[src/rtl/spare_remap_allocator.sv]
// Spare-column allocator: scans a fault mask SCAN_WIDTH columns per cycle,
// assigns faulty columns to spares in ascending order and serves a registered lookup.
module spare_remap_allocator #(
    parameter int NUM_COLS   = 256,
    parameter int NUM_SPARES = 8,
    parameter int SCAN_WIDTH = 4,
    localparam int CW  = $clog2(NUM_COLS),
    localparam int SW  = (NUM_SPARES > 1) ? $clog2(NUM_SPARES) : 1,
    localparam int NW  = $clog2(NUM_SPARES + 1),
    localparam int NCH = NUM_COLS / SCAN_WIDTH
) (
    input  logic                       clk,
    input  logic                       rst,
    input  logic                       start,
    input  logic                       append,
    input  logic [NUM_COLS-1:0]        fault_mask,
    output logic                       busy,
    output logic                       done,
    output logic                       repair_fail,
    output logic [NW-1:0]              spare_used_count,
    output logic [NUM_SPARES*CW-1:0]   remap_flat,
    output logic [NUM_SPARES-1:0]      remap_valid,
    input  logic [CW-1:0]              lookup_col,
    output logic                       lookup_hit,
    output logic [SW-1:0]              lookup_spare
);

    localparam int PW = (NCH > 1) ? $clog2(NCH) : 1;
    localparam int LW = (SCAN_WIDTH > 1) ? $clog2(SCAN_WIDTH) : 1;

    typedef enum logic {
        S_IDLE = 1'b0,
        S_SCAN = 1'b1
    } state_t;

    state_t                     r_state;
    state_t                     w_state_next;
    logic [NUM_COLS-1:0]        r_pending;
    logic [NUM_COLS-1:0]        r_mapped;
    logic [PW-1:0]              r_chunk_ptr;
    logic [NW-1:0]              r_count;
    logic [NUM_SPARES-1:0]      r_valid;
    logic [NUM_SPARES*CW-1:0]   r_flat;
    logic                       r_done;
    logic                       r_fail;
    logic                       r_hit;
    logic [SW-1:0]              r_spare;

    logic [CW-1:0]              w_base;
    logic [SCAN_WIDTH-1:0]      w_chunk;
    logic [SCAN_WIDTH-1:0]      w_low_oh;
    logic [LW-1:0]              w_low_idx;
    logic [CW-1:0]              w_col;
    logic                       w_rest;
    logic                       w_last;
    logic                       w_full;
    logic                       w_start_ok;
    logic                       w_alloc;
    logic                       w_fail_now;
    logic                       w_advance;
    logic                       w_finish;
    logic [NUM_COLS-1:0]        w_mapped_next;
    logic                       w_hit;
    logic [SW-1:0]              w_spare;

    assign w_base  = CW'(r_chunk_ptr) * CW'(SCAN_WIDTH);
    assign w_chunk = r_pending[w_base +: SCAN_WIDTH];

    // Lowest faulty column of the current chunk wins this cycle.
    always_comb begin
        w_low_idx = '0;
        w_low_oh  = '0;
        for (int i = SCAN_WIDTH - 1; i >= 0; i--) begin
            if (w_chunk[i]) begin
                w_low_idx   = LW'(i);
                w_low_oh    = '0;
                w_low_oh[i] = 1'b1;
            end
        end
    end

    assign w_col         = w_base + CW'(w_low_idx);
    assign w_rest        = |(w_chunk & ~w_low_oh);
    assign w_last        = (r_chunk_ptr == PW'(NCH - 1));
    assign w_full        = (r_count == NW'(NUM_SPARES));
    assign w_mapped_next = append ? r_mapped : '0;

    always_comb begin
        w_state_next = r_state;
        w_start_ok   = 1'b0;
        w_alloc      = 1'b0;
        w_fail_now   = 1'b0;
        w_advance    = 1'b0;
        w_finish     = 1'b0;
        case (r_state)
            S_IDLE: begin
                if (start) begin
                    w_start_ok   = 1'b1;
                    w_state_next = S_SCAN;
                end
            end
            S_SCAN: begin
                if (w_chunk == '0) begin
                    w_advance = !w_last;
                    w_finish  = w_last;
                end else if (w_full) begin
                    w_fail_now = 1'b1;
                    w_finish   = 1'b1;
                end else begin
                    w_alloc   = 1'b1;
                    w_advance = !w_rest && !w_last;
                    w_finish  = !w_rest && w_last;
                end
                if (w_finish) begin
                    w_state_next = S_IDLE;
                end
            end
            default: w_state_next = S_IDLE;
        endcase
    end

    always_ff @(posedge clk or posedge rst) begin
        if (rst) begin
            r_state <= S_IDLE;
        end else begin
            r_state <= w_state_next;
        end
    end

    // Lowest matching spare index wins if a column somehow appears twice.
    always_comb begin
        w_hit   = 1'b0;
        w_spare = '0;
        for (int i = NUM_SPARES - 1; i >= 0; i--) begin
            if (r_valid[i] && (r_flat[i*CW +: CW] == lookup_col)) begin
                w_hit   = 1'b1;
                w_spare = SW'(i);
            end
        end
    end

    always_ff @(posedge clk or posedge rst) begin
        if (rst) begin
            r_pending   <= '0;
            r_mapped    <= '0;
            r_chunk_ptr <= '0;
            r_count     <= '0;
            r_valid     <= '0;
            r_flat      <= '0;
            r_done      <= 1'b0;
            r_fail      <= 1'b0;
            r_hit       <= 1'b0;
            r_spare     <= '0;
        end else begin
            r_done  <= w_finish;
            r_hit   <= w_hit;
            r_spare <= w_spare;
            if (w_start_ok) begin
                if (!append) begin
                    r_valid <= '0;
                    r_count <= '0;
                end
                r_mapped    <= w_mapped_next;
                r_pending   <= fault_mask & ~w_mapped_next;
                r_fail      <= 1'b0;
                r_chunk_ptr <= '0;
            end else begin
                if (w_alloc) begin
                    for (int i = 0; i < NUM_SPARES; i++) begin
                        if (NW'(i) == r_count) begin
                            r_flat[i*CW +: CW] <= w_col;
                            r_valid[i]         <= 1'b1;
                        end
                    end
                    r_mapped[w_col]  <= 1'b1;
                    r_pending[w_col] <= 1'b0;
                    r_count          <= r_count + NW'(1);
                end
                if (w_advance) begin
                    r_chunk_ptr <= r_chunk_ptr + PW'(1);
                end
                if (w_fail_now) begin
                    r_fail <= 1'b1;
                end
            end
        end
    end

    assign busy             = (r_state == S_SCAN);
    assign done             = r_done;
    assign repair_fail      = r_fail;
    assign spare_used_count = r_count;
    assign remap_flat       = r_flat;
    assign remap_valid      = r_valid;
    assign lookup_hit       = r_hit;
    assign lookup_spare     = r_spare;

endmodule

[config.mk]
export PLATFORM = sky130hd
export DESIGN_NAME = spare_remap_allocator
export DESIGN_NICKNAME = d
export VERILOG_FILES = /design/src/rtl/spare_remap_allocator.sv
export SDC_FILE = /design/constraint.sdc
export NUM_CORES = 1
export LEC_CHECK = 0
export ABC_AREA = 1
export CAP_MARGIN = 10
export CORE_MARGIN = 4
export CORE_UTILIZATION = 30
export DETAILED_ROUTE_END_ITERATION = 6
export HOLD_SLACK_MARGIN = 0.08
export PLACE_DENSITY = 0.49
export SYNTH_ARGS = -nofsm -noshare
export SYNTH_HDL_FRONTEND = slang
export SYNTH_SLANG_ARGS = --single-unit
[constraint.sdc]
create_clock -name clk -period 20.7 [get_ports clk]
set_clock_uncertainty 0.1 [all_clocks]
set_input_delay 4.14 -clock clk [delete_from_list [all_inputs] [get_ports clk]]
set_output_delay 4.14 -clock clk [all_outputs]
set_load 0.1 [all_outputs]
# After elaboration in Yosys (flattened, before gate mapping)

Index checks and enable logic that the tools add are counted.

Bits in registers: 601
Bits in latches: 0
Memory bits (writable): 0
Bits in read-only memories: 0
Output and inout bits: 83
Memories kept: 0

Add/sub/neg operators: 3
Multiply operators: 0
Divide/modulo/power cells: 0
Magnitude comparators: 2
Equal/unequal tests: 18
Shift operators: 1
Multiplexer cells: 66
Bitwise logic cells: 9
Reduce and logical (&&, ||, !) cells: 44

Operators by type and width:

| operator                                                           | count |
|---|---|
| two-way mux 256 bit                                                | 5 |
| AND 256 bit                                                        | 2 |
| NOT 256 bit                                                        | 2 |
| bitwise OR 256 bit                                                 | 1 |
| variable part select 256 x 9 -> 4 bit                              | 1 |
| == test 8 bit                                                      | 8 |
| AND reduction 3 bit                                                | 16 |
| two-way mux 1 bit                                                  | 35 |
| two-way mux 4 bit                                                  | 7 |
| two-way mux 3 bit                                                  | 8 |
| two-way mux 8 bit                                                  | 3 |
| nonzero test 2 bit                                                 | 11 |
| == test 3 x 4 -> 1 bit (first input constant)                      | 4 |
| two-way mux 6 bit                                                  | 2 |
| logical AND 1 bit                                                  | 11 |
| < comparator 8 x 9 -> 1 bit (second input constant)                | 1 |
| adder 8 x 2 -> 8 bit                                               | 1 |
| demux 1 bit (select 8 bit)                                         | 1 |
| == test 2 x 4 -> 1 bit (first input constant)                      | 2 |
| greater-or-equal comparator 8 x 1 -> 1 bit (second input constant) | 1 |
| zero test 4 bit                                                    | 2 |
| two-way mux 2 bit                                                  | 4 |
| adder 6 x 1 -> 6 bit (second input constant)                       | 1 |
| == test 6 bit (second input constant)                              | 1 |
| 11 further kinds                                                   | 13 |

# Longest topological paths before layout

Depth in word-level cells: 15
Gate-level depth with buffers: 23
Mapped depth without buffers: 19

# Least setup slack after synthesis

OpenSTA, ideal clock, no wires.

Path kind: input port to flip-flop
From: input port lookup_col[2]
To: register r_spare[0], in the netlist lookup_spare[0]
Setup time: 0.134 ns
Arrival: 5.368 ns
Data required time: 20.466 ns
Setup slack: 15.098 ns
Stages: 12
Path buffers: 1
Cells stage by stage: clkbuf_1 > inv_1 > nand2_1 > o21ai_0 > nor4_1 > nand3_1 > nand2_1 > nand2_1 > nand2_1 > nand2_1 > nand2_1 > a21oi_1

Cells in the longest elaborated chain, start to end: 10
Elaborated cells between the ends (all ways): 24
Classes of those cells: 8 x eq/ne; 8 x mux; 8 x reduce/logical

Ends and longest elaborated chain:

| item                           | line | text |
|---|---|---|
| start: declaration             | 23   | `input logic [CW-1:0] lookup_col,` |
| == test 8 bit                  | 135  | `if (r_valid[i] && (r_flat[i*CW +: CW] == lookup_col)) begin` |
| logical AND 1 bit              | 135  |  |
| two-way mux 3 bit (7 in a row) | 135  |  |
| two-way mux 3 bit (*)          | 135  |  |
| net w_spare[0]                 | 64   | `logic [SW-1:0] w_spare;` |
| end signal: assignment         | 157  | `r_spare <= w_spare;` |
| end: declaration               | 47   | `logic [SW-1:0] r_spare;` |

The timed path passes the listed nets; every way through them passes the cells marked *.
A chain may end at the register's enable or synchronous reset.

==> results.md <==
* Synth Cell Area at 32300 sq um
* DRC at 0
* I/O Buffers at 350
* Fmax at 127 MHz
* CP max stage delay at 0.84 ns
* RR Startpoint: r_chunk_ptr[0]$_DFFE_PP0P_
* Total wire length at 131000 um
* Iter 0 DRT Violations at 2655
* Core area at 107000 sq um
* Die area at 113000 sq um
* Clk sinks at 601
* P_leak at 18.7 nW
* Worst slew margin at 0.222
* Setup WS pre-CTS at 12.08 ns
* Reg2reg path depth at 17
* Row count at 120
* Setup violators final at 0
* Worst-path maximum fanout at 145
* Antenna viol nets, final at 0
* Crit-path cells: clkdlybuf4s50_1 > clkinvlp_4 > buf_4 > buf_4 > buf_4 > buf_12
* # nets final at 4944
* Largest net degree at the start of global routing at 189
* I/O Pins at 351
* Layout cells sized above 1 at 0.0504
* Post-route worst setup slack at 12.82 ns
* Commonest non-fill, non-tap cells in the layout: nand2_1, dfrtp_1, nand3_1
* Vias in the first global route at 29123
* Hold_buf cts at 0
* Synthesized netlist cell count at 4479
* CP most frequent cell: buf_4
* Chip height at 336 um
* Reg-to-reg endpoint: r_mapped[203]$_DFFE_PP0P_
* Final worst path period need at 7.88 ns
* Seq/Total Area, Yosys at 0.466
* RSZ-0062 raised after global routing: false
* Starting density of the core at 0.302
* Status: completed
* Postcts setup bufs at 0
* Post-synthesis async set-or-reset flop share at 1.00
* Clock network latency to the later pin of the worst-skew pair at 0.66 ns
* Synth area leaders: dfrtp_1, nand2_1, nand3_1, inv_1, nor2_1
* Max cap viols at 0
* Number of flops mapped to enable cells by yosys at 0
* Startpoint types: input port
* Mean post-synth cell area at 7.21 sq um
* Crit path kind: input port to asynchronous set/reset pin
* Grt ovf at 0
* Clock-pin transition on the worst setup and hold timing paths at 0.06 ns
* Syn Nets at 4755
* RePlAce Congestion at 0.780
* Global-route wire length before repair at 193000 um
* Worst Tran Pin Value at 1.17 ns
* Top_reg_cell synth: dfrtp_1
* Power Density at 181 nW/um^2
* Clk buf depth at 3
* Setup tns final at 0 ns
* Leading area contributor after synthesis: dfrtp_1
* Post-synthesis register bit count at 601
* Detailed Place HPWL at 80900 um
* CTS Root Cell: clkbuf_16
* Worst Setup EP: r_pending[198]$_DFFE_PP0P_
* Drt first pass iters at 7
* CTS tree: yes
* Most common cell after layout, fill and taps aside: nand2_1
* Hold crit path type: flop to flop
* Hold Vio Cnt, Final at 0
* Top-area cell type share of the netlist area at 0.466
* Worst EP arrival at 8.40 ns
* Post-synth cell types at 40
* Slowest-stage cell, CP: buf_4
* Vias per std cell at 5.02
* Period utilization at 0.381
* Routed vias at 30772
* H-Tree Depth at 3
* Post_cts resized at 0
* Crit path from: rst
* Gr usage total at 0.226
* Peak VDD IR at 219 uV
* Crit. End Element: asynchronous set/reset pin
* Area growth from synthesis to final layout at 21.5%
* Req. time, crit path at 21.22 ns
* Synth warn at 0
* Initial antenna violation count at 7
* Routed WL per cell at 21.4 um
* Die W at 336 um
* Reg2Reg Setup Slack at 14.65 ns
* Final Max Slew Viols at 0
* Num CTS Buffers at 75
-- worst min path at each step --
stage | depth (start not counted) | to | from
after floorplan | 2 | r_mapped[13]$_DFFE_PP0P_ | r_mapped[13]$_DFFE_PP0P_
after global placement | 2 | r_mapped[33]$_DFFE_PP0P_ | r_mapped[33]$_DFFE_PP0P_
after detailed placement | 2 | r_mapped[9]$_DFFE_PP0P_ | r_mapped[9]$_DFFE_PP0P_
after CTS | 2 | r_mapped[9]$_DFFE_PP0P_ | r_mapped[9]$_DFFE_PP0P_
after global routing | 2 | r_mapped[31]$_DFFE_PP0P_ | r_mapped[31]$_DFFE_PP0P_
final | 2 | r_mapped[45]$_DFFE_PP0P_ | r_mapped[45]$_DFFE_PP0P_
-- where the power goes --
part,internal [W],total [W],leakage (nW),switching [W]
Sequential,0.00163,0.00192,7.80,0.000292
Combinational,0.000917,0.00384,9.71,0.00292
Clock,0.000782,0.00133,1.21,0.000551
-- per-stage QoR --
stage / instances / hold slack, ns / power (W) / cell area [sq um] / util
final: 6129 / 0.382 / 0.00709 / 39200 / 0.367
after CTS: 6126 / 0.382 / 0.00714 / 39200 / 0.366
after global routing: 6127 / 0.406 / 0.00758 / 39200 / 0.367
after detailed placement: 5994 / 0.367 / 0.00578 / 36800 / 0.344
after global placement: 5994 / 0.369 / 0.00575 / 36800 / 0.344
after floorplan: 4479 / 0.350 / 0.00455 / 32300 / -
-- flip-flops by register name, indices dropped and copies added (netlist names) --
register	cells
lookup_hit	1
remap_flat	64
busy	1
spare_used_count	4
r_mapped	256
remap_valid	8
lookup_spare	3
done	1
r_chunk_ptr	6
repair_fail	1
r_pending	256
-- layer usage --
layer	part of all wire	wire length (um)	vias up	track usage
met2	0.47	61500	896	0.367
met3	0.063	8220	178	0.0403
met4	0.024	3200	4	0.0648
li1	-	-	14753	-
met5	0.00018	24	-	0
met1	0.44	58200	14941	0.310
-- Yosys cell counts (7+ instances only) --
cell type / number
nand2_2: 11
xor2_1: 26
nand4_1: 54
ha_1: 8
buf_6: 13
nor2_1: 348
o22ai_1: 51
buf_2: 84
o211ai_1: 63
buf_1: 31
a22o_1: 7
nand3b_1: 71
nor3_1: 18
clkbuf_1: 143
o21ai_0: 194
nand3_1: 526
nor2_2: 15
dfrtp_1: 601
nor4_1: 7
buf_4: 22
nand2_1: 1477
inv_1: 424
a21oi_1: 213
o21ai_1: 41
-- critical path: cells and delay by family --
family,cells,cell delay [ns]
buffers and inverters,6,3.83
-- cells by family after synthesis --
kind of cell,after synthesis,share of synthesized area
AO/OA/AOI/OAI,580,0.0987
XOR/XNOR,28,0.00759
adder cells (fa/ha/maj),8,0.00310
buffers and inverters,727,0.0933
flip-flops,601,0.466
AND/OR/NAND/NOR,2535,0.332
-- final cells by class --
| cell class | count | area, sq um |
|---|---|---|
| antenna | 3 | 7.51 |
| clock buffer | 109 | 2220 |
| clock inverter | 23 | 233 |
| fill | 11259 | 67800 |
| inverter | 434 | 1660 |
| multi-input combinational | 3151 | 14400 |
| sequential | 601 | 15000 |
| tap | 1403 | 1760 |
| timing repair buffer | 405 | 3960 |
No activity file was read; power rests on OpenSTA's default activity.
